## config.mk

```make
export PLATFORM = sky130hd
export DESIGN_NAME = turbo_encoder_flat
export DESIGN_NICKNAME = d
export VERILOG_FILES = /design/src/rtl/turbo_encoder_pkg.sv /design/src/rtl/turbo_encoder_if.sv /design/src/rtl/turbo_encoder_rsc.sv /design/src/rtl/turbo_encoder.sv /design/src/flat_wrapper.sv
export SDC_FILE = /design/constraint.sdc
export NUM_CORES = 1
export LEC_CHECK = 0
export CAP_MARGIN = 20
export CORE_AREA = 2 2 253 255
export DETAILED_ROUTE_END_ITERATION = 10
export DIE_AREA = 0 0 255 257
export GPL_TIMING_DRIVEN = 0
export PLACE_DENSITY = 0.37
export SETUP_SLACK_MARGIN = 0.02
export SLEW_MARGIN = 20
export SYNTH_ARGS = -nofsm -noshare
export SYNTH_HDL_FRONTEND = slang
export SYNTH_SLANG_ARGS = --single-unit
export TNS_END_PERCENT = 10
```

## constraint.sdc

```tcl
create_clock -name clk -period 9.3 [get_ports clk]
set_clock_uncertainty 0.1 [all_clocks]
set_input_delay 0.93 -clock clk [delete_from_list [all_inputs] [get_ports clk]]
set_output_delay 0.93 -clock clk [all_outputs]
set_load 0.05 [all_outputs]
```

## src/rtl/turbo_encoder_pkg.sv

```systemverilog
// Shared types, constants and helpers for the turbo encoder.
// Holds the interleaver permutation and the RSC step function.
package turbo_encoder_pkg;

  localparam int MEM  = 2;
  localparam int ROWS = 2;

  typedef logic        bit_t;
  typedef logic [15:0] llr_t;
  typedef logic [9:0]  block_t;

  typedef enum logic [1:0] {
    LOAD,
    ENCODE,
    OUTPUT
  } state_t;

  function automatic logic [31:0] plus_one(
    input bit single
  );
    return single ? 32'h3F80_0000 : 32'h0000_3C00;
  endfunction

  function automatic logic [31:0] minus_one(
    input bit single
  );
    return single ? 32'hBF80_0000 : 32'h0000_BC00;
  endfunction

  function automatic int interleave_index(
    input int i,
    input int n
  );
    return (7 * i + 3) % n;
  endfunction

  function automatic bit perm_ok(input int n);
    for (int i = 0; i < n; i++) begin
      if (interleave_index(i, n) < 0)
        return 1'b0;
      if (interleave_index(i, n) >= n)
        return 1'b0;
      for (int j = i + 1; j < n; j++)
        if (interleave_index(i, n) ==
            interleave_index(j, n))
          return 1'b0;
    end
    return 1'b1;
  endfunction

  // Returns {next_state, parity}. s[MEM-1] is the
  // newest delay tap, s[0] the oldest; generator bit
  // MEM weights the feedback node a itself.
  function automatic logic [MEM:0] rsc_step(
    input logic           u,
    input logic [MEM-1:0] s,
    input logic [MEM:0]   fb,
    input logic [MEM:0]   ff
  );
    logic a;
    logic p;
    a = u ^ (^(s & fb[MEM-1:0]));
    p = (ff[MEM] & a) ^ (^(s & ff[MEM-1:0]));
    return {a, s[MEM-1:1], p};
  endfunction

endpackage

```

## src/rtl/turbo_encoder_if.sv

```systemverilog
// Block handshake bundle: serial bit input side and
// parallel BPSK matrix output side of the encoder.
interface turbo_encoder_if
  import turbo_encoder_pkg::*;
#(
  parameter int BITS    = 16,
  parameter int SYMBOLS = 10
);

  logic in_valid;
  logic in_ready;
  logic in_bit;
  logic out_valid;
  logic out_ready;
  logic [ROWS-1:0][SYMBOLS-1:0][BITS-1:0]
    encoder1_data_out;
  logic [ROWS-1:0][SYMBOLS-1:0][BITS-1:0]
    encoder2_data_out;

  modport master (
    output in_valid,
    output in_bit,
    output out_ready,
    input  in_ready,
    input  out_valid,
    input  encoder1_data_out,
    input  encoder2_data_out
  );

  modport slave (
    input  in_valid,
    input  in_bit,
    input  out_ready,
    output in_ready,
    output out_valid,
    output encoder1_data_out,
    output encoder2_data_out
  );

endinterface

```

## src/rtl/turbo_encoder_rsc.sv

```systemverilog
// One recursive systematic convolutional encoder.
// Ports: clk, rstn, clear, en, u -> sys, par.
module rsc_encoder
  import turbo_encoder_pkg::*;
#(
  parameter logic [MEM:0] FEEDBACK    = 3'o7,
  parameter logic [MEM:0] FEEDFORWARD = 3'o5
) (
  input  logic clk,
  input  logic rstn,
  input  logic clear,
  input  logic en,
  input  logic u,
  output logic sys,
  output logic par
);

  logic [MEM-1:0] s;
  logic [MEM:0]   step;

  assign step = rsc_step(u, s, FEEDBACK,
                         FEEDFORWARD);
  assign sys  = u;
  assign par  = step[0];

  always_ff @(posedge clk) begin
    if (!rstn)
      s <= '0;
    else if (clear)
      s <= '0;
    else if (en)
      s <= step[MEM:1];
  end

endmodule

```

## src/rtl/turbo_encoder.sv

```systemverilog
// Turbo encoder: serial load, two RSC passes, BPSK out.
// Ports: clk, rstn, bus (slave: in/out handshakes).
module turbo_encoder
  import turbo_encoder_pkg::*;
#(
  parameter int    BITS            = 16,
  parameter string PRECISION       = "HALF",
  parameter int    BITS_PER_SYMBOL = 2,
  parameter int    N               = 10,
  parameter int    SYMBOLS         = 10,
  parameter int    STATES          = 4,
  parameter logic [MEM:0] FEEDBACK    = 3'o7,
  parameter logic [MEM:0] FEEDFORWARD = 3'o5
) (
  input logic            clk,
  input logic            rstn,
  turbo_encoder_if.slave bus
);

  localparam int CW = (N > 1) ? $clog2(N) : 1;
  localparam bit SGL = (PRECISION == "SINGLE");
  localparam logic [BITS-1:0] P1 =
    BITS'(plus_one(SGL));
  localparam logic [BITS-1:0] M1 =
    BITS'(minus_one(SGL));

  if (SYMBOLS != N) begin : g_sym_chk
    $error("SYMBOLS must equal N");
  end
  if (BITS_PER_SYMBOL != ROWS) begin : g_bps_chk
    $error("BITS_PER_SYMBOL must be 2");
  end
  if (STATES != (1 << MEM)) begin : g_st_chk
    $error("STATES must be 2**MEMORY");
  end
  if (!perm_ok(N)) begin : g_pi_chk
    $error("interleaver is not a bijection");
  end

  state_t         state;
  state_t         next;
  logic [CW-1:0]  cnt;
  logic [CW-1:0]  pi;
  logic [N-1:0]   bits_q;
  logic           accept;
  logic           hs;
  logic           last;
  logic           step_en;
  logic           clear;
  logic           sys1, par1;
  logic           sys2, par2;

  assign accept = bus.in_valid & bus.in_ready;
  assign hs     = bus.out_valid & bus.out_ready;
  assign last   = (cnt == CW'(N - 1));
  assign pi     = CW'(interleave_index(int'(cnt), N));

  always_ff @(posedge clk) begin
    if (!rstn)
      state <= LOAD;
    else
      state <= next;
  end

  always_comb begin
    next = state;
    unique case (state)
      LOAD:    if (accept && last) next = ENCODE;
      ENCODE:  if (last) next = OUTPUT;
      OUTPUT:  if (hs) next = LOAD;
      default: next = LOAD;
    endcase
  end

  // in_ready is held low while rstn is asserted so
  // nothing is taken during reset.
  always_comb begin
    bus.in_ready = 1'b0;
    step_en      = 1'b0;
    clear        = hs;
    unique case (state)
      LOAD:    bus.in_ready = rstn;
      ENCODE:  step_en = 1'b1;
      default: ;
    endcase
  end

  rsc_encoder #(
    .FEEDBACK    (FEEDBACK),
    .FEEDFORWARD (FEEDFORWARD)
  ) u_rsc1 (
    .clk   (clk),
    .rstn  (rstn),
    .clear (clear),
    .en    (step_en),
    .u     (bits_q[cnt]),
    .sys   (sys1),
    .par   (par1)
  );

  rsc_encoder #(
    .FEEDBACK    (FEEDBACK),
    .FEEDFORWARD (FEEDFORWARD)
  ) u_rsc2 (
    .clk   (clk),
    .rstn  (rstn),
    .clear (clear),
    .en    (step_en),
    .u     (bits_q[pi]),
    .sys   (sys2),
    .par   (par2)
  );

  // out_valid rises one cycle after entering OUTPUT,
  // so the final column is settled a full cycle.
  always_ff @(posedge clk) begin
    if (!rstn) begin
      cnt                   <= '0;
      bits_q                <= '0;
      bus.out_valid         <= 1'b0;
      bus.encoder1_data_out <= '0;
      bus.encoder2_data_out <= '0;
    end else begin
      unique case (state)
        LOAD: begin
          if (accept) begin
            bits_q[cnt] <= bus.in_bit;
            cnt <= last ? '0 : cnt + 1'b1;
          end
        end
        ENCODE: begin
          bus.encoder1_data_out[0][cnt] <=
            sys1 ? P1 : M1;
          bus.encoder1_data_out[1][cnt] <=
            par1 ? P1 : M1;
          bus.encoder2_data_out[0][cnt] <=
            sys2 ? P1 : M1;
          bus.encoder2_data_out[1][cnt] <=
            par2 ? P1 : M1;
          cnt <= last ? '0 : cnt + 1'b1;
        end
        OUTPUT: begin
          bus.out_valid <= !hs;
          if (hs)
            cnt <= '0;
        end
        default: ;
      endcase
    end
  end

endmodule
```

## src/flat_wrapper.sv

```systemverilog
// flat-port wrapper written by rule: the top's interface ports become plain ports
module turbo_encoder_flat import turbo_encoder_pkg::*;
#(
  parameter int    BITS            = 16,
  parameter string PRECISION       = "    ",
  parameter int    BITS_PER_SYMBOL = 2,
  parameter int    N               = 10,
  parameter int    SYMBOLS         = 10,
  parameter int    STATES          = 4,
  parameter logic [MEM:0] FEEDBACK    = 3'o7,
  parameter logic [MEM:0] FEEDFORWARD = 3'o5
)
  (clk, rstn, bus_in_valid, bus_in_bit, bus_out_ready, bus_in_ready, bus_out_valid, bus_encoder1_data_out, bus_encoder2_data_out);
  turbo_encoder_if #(.BITS(BITS), .SYMBOLS(SYMBOLS)) bus_i ();
  input logic clk;
  input logic rstn;
  input wire logic [$bits(bus_i.in_valid)-1:0] bus_in_valid;
  input wire logic [$bits(bus_i.in_bit)-1:0] bus_in_bit;
  input wire logic [$bits(bus_i.out_ready)-1:0] bus_out_ready;
  output wire logic [$bits(bus_i.in_ready)-1:0] bus_in_ready;
  output wire logic [$bits(bus_i.out_valid)-1:0] bus_out_valid;
  output wire logic [$bits(bus_i.encoder1_data_out)-1:0] bus_encoder1_data_out;
  output wire logic [$bits(bus_i.encoder2_data_out)-1:0] bus_encoder2_data_out;
  assign bus_i.in_valid = bus_in_valid;
  assign bus_i.in_bit = bus_in_bit;
  assign bus_i.out_ready = bus_out_ready;
  assign bus_in_ready = bus_i.in_ready;
  assign bus_out_valid = bus_i.out_valid;
  assign bus_encoder1_data_out = bus_i.encoder1_data_out;
  assign bus_encoder2_data_out = bus_i.encoder2_data_out;
  turbo_encoder #(.BITS(BITS), .PRECISION(PRECISION), .BITS_PER_SYMBOL(BITS_PER_SYMBOL), .N(N), .SYMBOLS(SYMBOLS), .STATES(STATES), .FEEDBACK(FEEDBACK), .FEEDFORWARD(FEEDFORWARD)) u_core (.clk(clk), .rstn(rstn), .bus(bus_i));
endmodule
```

**Yosys cells after proc, flatten, opt, wreduce, memory -nomap -nowiden**

Cells that the tools add are included.

- Flip-flop bits (word level): 661
- Input bits: 5
- Output and inout port bits: 642
- Word-level logic and storage cells: 107

- Add/subtract/negate cells: 2
- $mul: 1
- Div/mod/pow operators: 1
- $lt $le $gt $ge: 3
- Equal/unequal tests: 7
- Multiplexer cells: 27
- Bitwise gates (word level): 7
- Reduce and logical (&&, ||, !) cells: 13

Operators with widths:

| cell | number |
|---|---|
| $bwmux 160 | 4 |
| $mux 16 | 5 |
| $demux 16 s4 | 1 |
| $add 32x3->32 const B | 1 |
| $mod 32x5->32 const B | 1 |
| $mux 4 | 3 |
| $pmux 4 s3 | 1 |
| $bwmux 10 | 1 |
| $lt 4x5->1 const B | 2 |
| $bmux 1 s4 | 2 |
| $ne 2x1->1 const B | 4 |
| $reduce_xor 2->1 | 4 |
| $mul 3x4->7 const A | 1 |
| $mux 2 | 3 |
| $pmux 2 s3 | 1 |
| $reduce_and 3->1 | 2 |
| $mux 1 | 5 |
| $add 4x1->4 const B | 1 |
| $demux 1 s4 | 1 |
| $eq 4x4->1 const B | 1 |
| $ge 4x1->1 const B | 1 |
| $xor 1x1->1 | 4 |
| $reduce_bool 3->1 | 1 |
| $and 1x1->1 | 2 |
| other kinds (8) | 9 |

**Depth between registers and ports, before layout**

- Depth after elaboration: 9
- Gate-level depth with buffers: 27
- Gate-level depth less buffers: 24

**Hierarchy**

Synthesis repeated with hierarchy kept, for this count alone.

- Cells, all modules: 1,118
- Area, all modules: 9,021.2 um^2

Modules (own cells, without submodules):

| module | times used | cells each | area each (um^2) | seq. area each (um^2) |
|---|---|---|---|---|
| turbo_encoder | 1 | 1,096 | 8,798.4 | 1,341.3 |
| rsc_encoder | 2 | 11 | 111.4 | 40.0 |

**Least setup slack after synthesis**

Ideal clock, no wire load.

- Path kind: register -> register
- From: reg u_core.cnt[1]
- To: reg u_core.bus.encoder2_data_out[319] (netlist name)
- Library setup time: 130 ps
- Data arrival time: 5,959 ps
- Required time: 9,070 ps
- Slack: 3,112 ps
- Stages on the path, launching flop included: 25
- Buffers on the path: 2
- Clock period less this slack: 6,188 ps
- Cell sequence: dfxtp_1 -> fa_1 -> ha_1 -> fa_1 -> and3b_1 -> clkbuf_1 -> nand2_1 -> nor2_1 -> xnor2_1 -> ha_1 -> o21bai_1 -> a211o_1 -> a2111oi_0 -> a211oi_1 -> nor3_2 -> o21ai_1 -> nand3_1 -> mux2i_1 -> nor4b_4 -> mux2_1 -> o2bb2ai_2 -> a21oi_2 -> buf_2 -> nand4_1 -> o311ai_1

- Cells in the longest elaborated chain, start to end: 9
- Elaborated cells on any way between the ends: 14
- Classes of those cells: add/sub (1); mul (1); div (1); order compare (2); mux (6); bitwise (2); reduce/logical (1)

RTL lines:

| element | RTL line | source |
|---|---|---|
| start, declared | turbo_encoder.sv:42 | `logic [CW-1:0] cnt;` |
| start signal, assigned | turbo_encoder.sv:128 | `cnt <= last ? '0 : cnt + 1'b1;` |
| start signal, assigned | turbo_encoder.sv:140 | `cnt <= last ? '0 : cnt + 1'b1;` |
| $mul 3x4->7 | turbo_encoder_pkg.sv:34 | `return (7 * i + 3) % n;` |
| $add 32x3->32 | turbo_encoder_pkg.sv:34 |  |
| $mod 32x5->32 | turbo_encoder_pkg.sv:34 |  |
| $bmux 1 s4 | turbo_encoder.sv:109 | `.u (bits_q[pi]),` |
| $mux 1 (not written as such) | turbo_encoder.sv:109 |  |
| $xor 1x1->1 | turbo_encoder_pkg.sv:62 | `a = u ^ (^(s & fb[MEM-1:0]));` |
| $xor 1x1->1 | turbo_encoder_pkg.sv:63 | `p = (ff[MEM] & a) ^ (^(s & ff[MEM-1:0]));` |
| $mux 16 | turbo_encoder.sv:139 | `par2 ? P1 : M1;` |
| $bwmux 160 (*) | turbo_encoder.sv:138 | `bus.encoder2_data_out[1][cnt] <=` |

Every way passes the cells marked *; elsewhere a longest branch is shown, timed or not. The select of a mux whose other input is x is not followed.
A chain may end at the register's enable or synchronous reset.

**Final worst setup path**

- From: reg u_core.cnt[1]
- To: reg u_core.bus.encoder2_data_out[239] (netlist name)

- Cells in the longest elaborated chain, start to end: 9
- Elaborated cells on any way between the ends: 14
- Classes of those cells: add/sub (1); mul (1); div (1); order compare (2); mux (6); bitwise (2); reduce/logical (1)

RTL lines:

| element | RTL line |
|---|---|
| $mul 3x4->7 | turbo_encoder_pkg.sv:34 |
| $add 32x3->32 | turbo_encoder_pkg.sv:34 |
| $mod 32x5->32 | turbo_encoder_pkg.sv:34 |
| $bmux 1 s4 | turbo_encoder.sv:109 |
| $mux 1 (not written as such) | turbo_encoder.sv:109 |
| $xor 1x1->1 | turbo_encoder_pkg.sv:62 |
| $xor 1x1->1 | turbo_encoder_pkg.sv:63 |
| $mux 16 | turbo_encoder.sv:139 |
| $bwmux 160 (*) | turbo_encoder.sv:138 |

Marks and branches as above.

==> metrics.sh <==
STATUS='finished, final reports clean'
TRACK_USAGE_PCT=8.10
SYN_AREA_PER_CELL_UM2=7.96
CRIT_REQUIRED_PS=9400
SETUP_WS_POST_LAYOUT_PS=1950
SYNTH_EDF_COUNT=0
POWER.SHARE.SWITCHING_PCT=48.1
WIRE_PER_INST_UM=11.0
NNETSFINAL=1794
POST_SYNTHESIS_CELLS=1114
CELL_AREA_SYNTH_MM2=0.00887
TOP_LEVEL_PORTS=647
DIE_H_UM=257
DP_HPWL_MM=24.8
CELL_COUNT_OF_THE_WORST_REG_TO_REG_PATH=24
CTS_ROOT_BUFFER='sky130_fd_sc_hd__clkbuf_16'
PORT_BUFFERS=205
TIMING.HOLD.WORST.CLASS='reg -> reg'
SYNTH_LARGEST_AREA_CELL='sky130_fd_sc_hd__buf_4'
YOSYS_MOST_USED_DFF='sky130_fd_sc_hd__dfxtp_1'
GLOBAL_ROUTE.OVERFLOW_TOTAL=0
ANTENNA_CELLS=0
LAYOUT.CELLS.NON_FILLER=2619
POWER.LEAKAGE_nW=7.33
PIN_COUNT_OF_THE_BIGGEST_NET_ENTERING_GLOBAL_ROUTING=18
CRIT-REG2REG-LAUNCH='u_core.cnt[1]'
VIAS_IN_THE_FIRST_GLOBAL_ROUTE=6518
CTS_RESIZED=0
CHIP_WIDTH_UM=255
WORSTHOLDSTART='u_core.bus.encoder1_data_out[47]'
CLOCK_LATENCY_PS=330
TIMING.REG2REG.SETUP_SLACK_PS=1950
SLEW_HEADROOM_PCT=38.9
TRANSITION_AT_THE_PIN_WITH_THE_SMALLEST_MAX_TRANSITION_SLACK_PS=913
CTS.PATH.MAX_BUFFERS=2
POWER.IR.VDD_WORST_uV=87.9
SYNTH.FF_LATCH_COUNT=71
COUNT_OF_PLACED_STANDARD_CELLS_INCLUDING_TAPS=2604
POST_DRT_VIA_CELL_RATIO=2.92
YOSYSTOPAREACELLSHARE_PCT=50.1
SYNTH-ASYNC-RESET-RATIO_PCT=0
DRTPASS1ITERATIONS=5
CTS_HOLD_BUFFERS=0
YOSYSMOSTFREQUENTCELL='sky130_fd_sc_hd__buf_4'
FINALCRITPERIODSHARE_PCT=79.0
AREA_CONTRIBUTORS_POST_SYNTH='sky130_fd_sc_hd__buf_4, sky130_fd_sc_hd__dfxtp_1, sky130_fd_sc_hd__nand2_1'
HTREEDEPTH=3
DESIGN.DIE.AREA_MM2=0.0655
POST_CTS.REPAIR.SETUP_BUFFERS=0
CLOCK-SINKS=71
SETUP_REPAIR_AFTER_GLOBAL_ROUTING_MISSED_ITS_MARGIN='no'
CLOCK_POWER_SHARE_PCT=26.3
FINAL_LAYOUT_SIZE_SUFFIX_GT1_SHARE_PCT=35.8
DRC_MARKER_COUNT_FROM_THE_FIRST_DETAILED_ROUTE_ITERATION=267
CP_DATA_ARRIVAL_TIME_PS=7440
DETAILROUTE.VIA_COUNT=7645
POWER_PER_CELL_AREA_mW_PER_MM2=95.1
REPORT.POWER.TOTAL_W=0.00132
PWR-SHARE-COMB_PCT=50.5
FINAL_PERIOD_MINUS_WORST_SETUP_SLACK_PS=7350
FINAL_SETUP_VIOLATING_ENDPOINTS=0
TRITONCTS='done'
P_INT_W=0.000687
WORST_SETUP_HOLD_PATH_CLK_SLEW_PS=60
POWER_FRAC_SEQ_PCT=23.2
DRTANTENNAVIOLNETS=0
REG2REG_TO='u_core.bus.encoder2_data_out[239]'
SWITCHINGPOWER_W=0.000638
AREA.GROWTH.SYNTH_TO_FINAL_PCT=57.1
FRACTION_OF_THE_YOSYS_AREA_TAKEN_BY_SEQUENTIAL_CELLS_PCT=16.0
SETUP-TNS-FINAL_PS=0
HOLDPATHSTAGES=2
INITIAL_CORE_UTIL_PCT=14.1
WORST_HOLD_PATH.ENDPOINT='u_core.bus.encoder1_data_out[47]'
ANTENNA_FOUND_INITIAL=3
CRITICALPATHCATEGORY='reg -> reg'
CORE.ROWCOUNT=92
MAXCLOCKFREQUENCY_GHz=0.136
NETLIST-CELL-TYPE-COUNT=74
REPORT.FINAL.HOLD_VIOL_COUNT=0
GP_CONGESTION=0.740
POST_SYNTH_MOST_FREQUENT_CELLS='sky130_fd_sc_hd__buf_4, sky130_fd_sc_hd__nand2_1, sky130_fd_sc_hd__dfxtp_1, sky130_fd_sc_hd__nand3_1, sky130_fd_sc_hd__clkbuf_1'
CAP_VIOL_MAX_COUNT=0
TIMING.CRITICAL_PATH.FROM_TYPE='flip-flop'
GLOBAL_ROUTE_WIRE_LENGTH_BEFORE_REPAIR_MM=41.0
FINAL_MAX_SLEW_VIOL_COUNT=0
CORE_REGION_AREA_MM2=0.0627
PRECTSSETUPSLACK_PS=1940
WORSTPATHMAXFANOUT=10
POSTROUTEWIRELENGTH_MM=28.7
CTS_INSERTED_BUFFERS=9
REMAINING_DRC_ERRORS=0
YOSYSWARNINGS=0
TIMING.CRITICAL_PATH.TO_TYPE='flip-flop'
final cells by class:
class,instances,area [um^2]
fillers,7035,48800
clock buffers,10,239
well taps,846,1060
plain buffers,631,4610
inverters,10,37.5
repair buffers,205,2050
clock inverters,5,57.6
flip-flops and latches,71,1420
multi-input cells,841,4460
critical path, stage by stage, from the launching register on:
cell and delay, ps:
sky130_fd_sc_hd__dfxtp_1 630, sky130_fd_sc_hd__fa_1 510, sky130_fd_sc_hd__ha_1 240, sky130_fd_sc_hd__fa_1 580, sky130_fd_sc_hd__and3b_1 180, sky130_fd_sc_hd__clkbuf_1 230, sky130_fd_sc_hd__nand2_1 150, sky130_fd_sc_hd__nor2_1 150
sky130_fd_sc_hd__xnor2_1 170, sky130_fd_sc_hd__ha_1 310, sky130_fd_sc_hd__o21bai_1 180, sky130_fd_sc_hd__a211o_1 330, sky130_fd_sc_hd__a2111oi_0 600, sky130_fd_sc_hd__a211oi_1 170, sky130_fd_sc_hd__nor3_2 380, sky130_fd_sc_hd__o21ai_1 150
sky130_fd_sc_hd__nand3_1 300, sky130_fd_sc_hd__mux2i_1 290, sky130_fd_sc_hd__nor4b_4 420, sky130_fd_sc_hd__xnor2_1 190, sky130_fd_sc_hd__mux2i_1 410, sky130_fd_sc_hd__a21oi_2 90, sky130_fd_sc_hd__buf_2 220, sky130_fd_sc_hd__nand4_1 120
sky130_fd_sc_hd__o311ai_1 110
sequential cells by signal, summed over array words and instances, names as in the netlist:
signal	flops
u_core.u_rsc1.s	2
u_core.u_rsc2.s	2
u_core.cnt	4
u_core.bus.encoder1_data_out	20
u_core.state	2
u_core.bits_q	10
u_core.bus.encoder2_data_out	30
u_core.bus.out_valid	1
layout by cell type, fill, tap and decap left out, drive strengths merged, types with 10 or more instances in the layout:
cell / synthesis / layout
a21boi: 21 / 21
a21oi: 16 / 16
and3: 10 / 10
buf: 598 / 598
clkbuf: 33 / 43
clkdlybuf4s50: 0 / 205
conb: 1 / 440
dfxtp: 71 / 71
ha: 16 / 16
inv: 10 / 11
mux2i: 11 / 11
nand2: 82 / 82
nand3: 40 / 40
nand4: 11 / 11
nor2: 20 / 20
o211a: 21 / 21
o21a: 12 / 12
o21ai: 16 / 16
o311ai: 10 / 10
xnor2: 15 / 15
metal layers:
metal	GRT usage, %	vias up	share of wire (%)
met1	9.02	3377	38
met5	0	-	0.13
li1	-	3964	-
met4	0.812	6	0.55
met3	1.86	16	6.0
met2	15.8	282	56
power groups by stage:
| stage | Sequential, W | Combinational [W] | Clock [W] |
|---|---|---|---|
| global route | 0.000307 | 0.000703 | 0.000372 |
| finish | 0.000307 | 0.000669 | 0.000348 |
| floorplan | 0.000313 | 0.000618 | 0 |
| CTS | 0.000307 | 0.000657 | 0.000357 |
| detailed placement | 0.000314 | 0.000656 | 0 |
| global placement | 0.000314 | 0.000655 | 0 |
kinds of logic after synthesis:
family                   Yosys count  synth area share [%]
AO/OA/AOI/OAI                    140                  12.3
adder cells (fa/ha/maj)           20                  3.16
XOR/XNOR                          21                  2.23
buffers and inverters            641                  52.3
multiplexers                      17                  2.38
AND/OR/NAND/NOR                  203                  11.5
flip-flops                        71                  16.0
other                              1                0.0423
worst max-delay path by stage:
stage | slack (ps) | startpoint | to | cells past startpoint
6_report | 1950 | u_core.cnt[1] | u_core.bus.encoder2_data_out[239] | 24
5_1_grt | 1390 | u_core.cnt[1] | u_core.bus.encoder2_data_out[255] | 24
4_1_cts | 1900 | u_core.cnt[1] | u_core.bus.encoder2_data_out[255] | 24
3_5_place_dp | 1940 | u_core.cnt[1] | u_core.bus.encoder2_data_out[255] | 24
3_3_place_gp | 1820 | u_core.cnt[1] | u_core.bus.encoder2_data_out[303] | 24
2_1_floorplan | 3110 | u_core.cnt[1] | u_core.bus.encoder2_data_out[319] | 24
stage by stage:
step | area [um^2] | utilization, % | hold slack (ps)
after floorplan | 10500 | - | 348
after global placement | 13600 | 21.7 | 356
after detailed placement | 13600 | 21.7 | 360
after CTS | 13900 | 22.2 | 368
after global routing | 13900 | 22.2 | 404
final | 13900 | 22.2 | 363
Power figures use the tool's default switching activity.
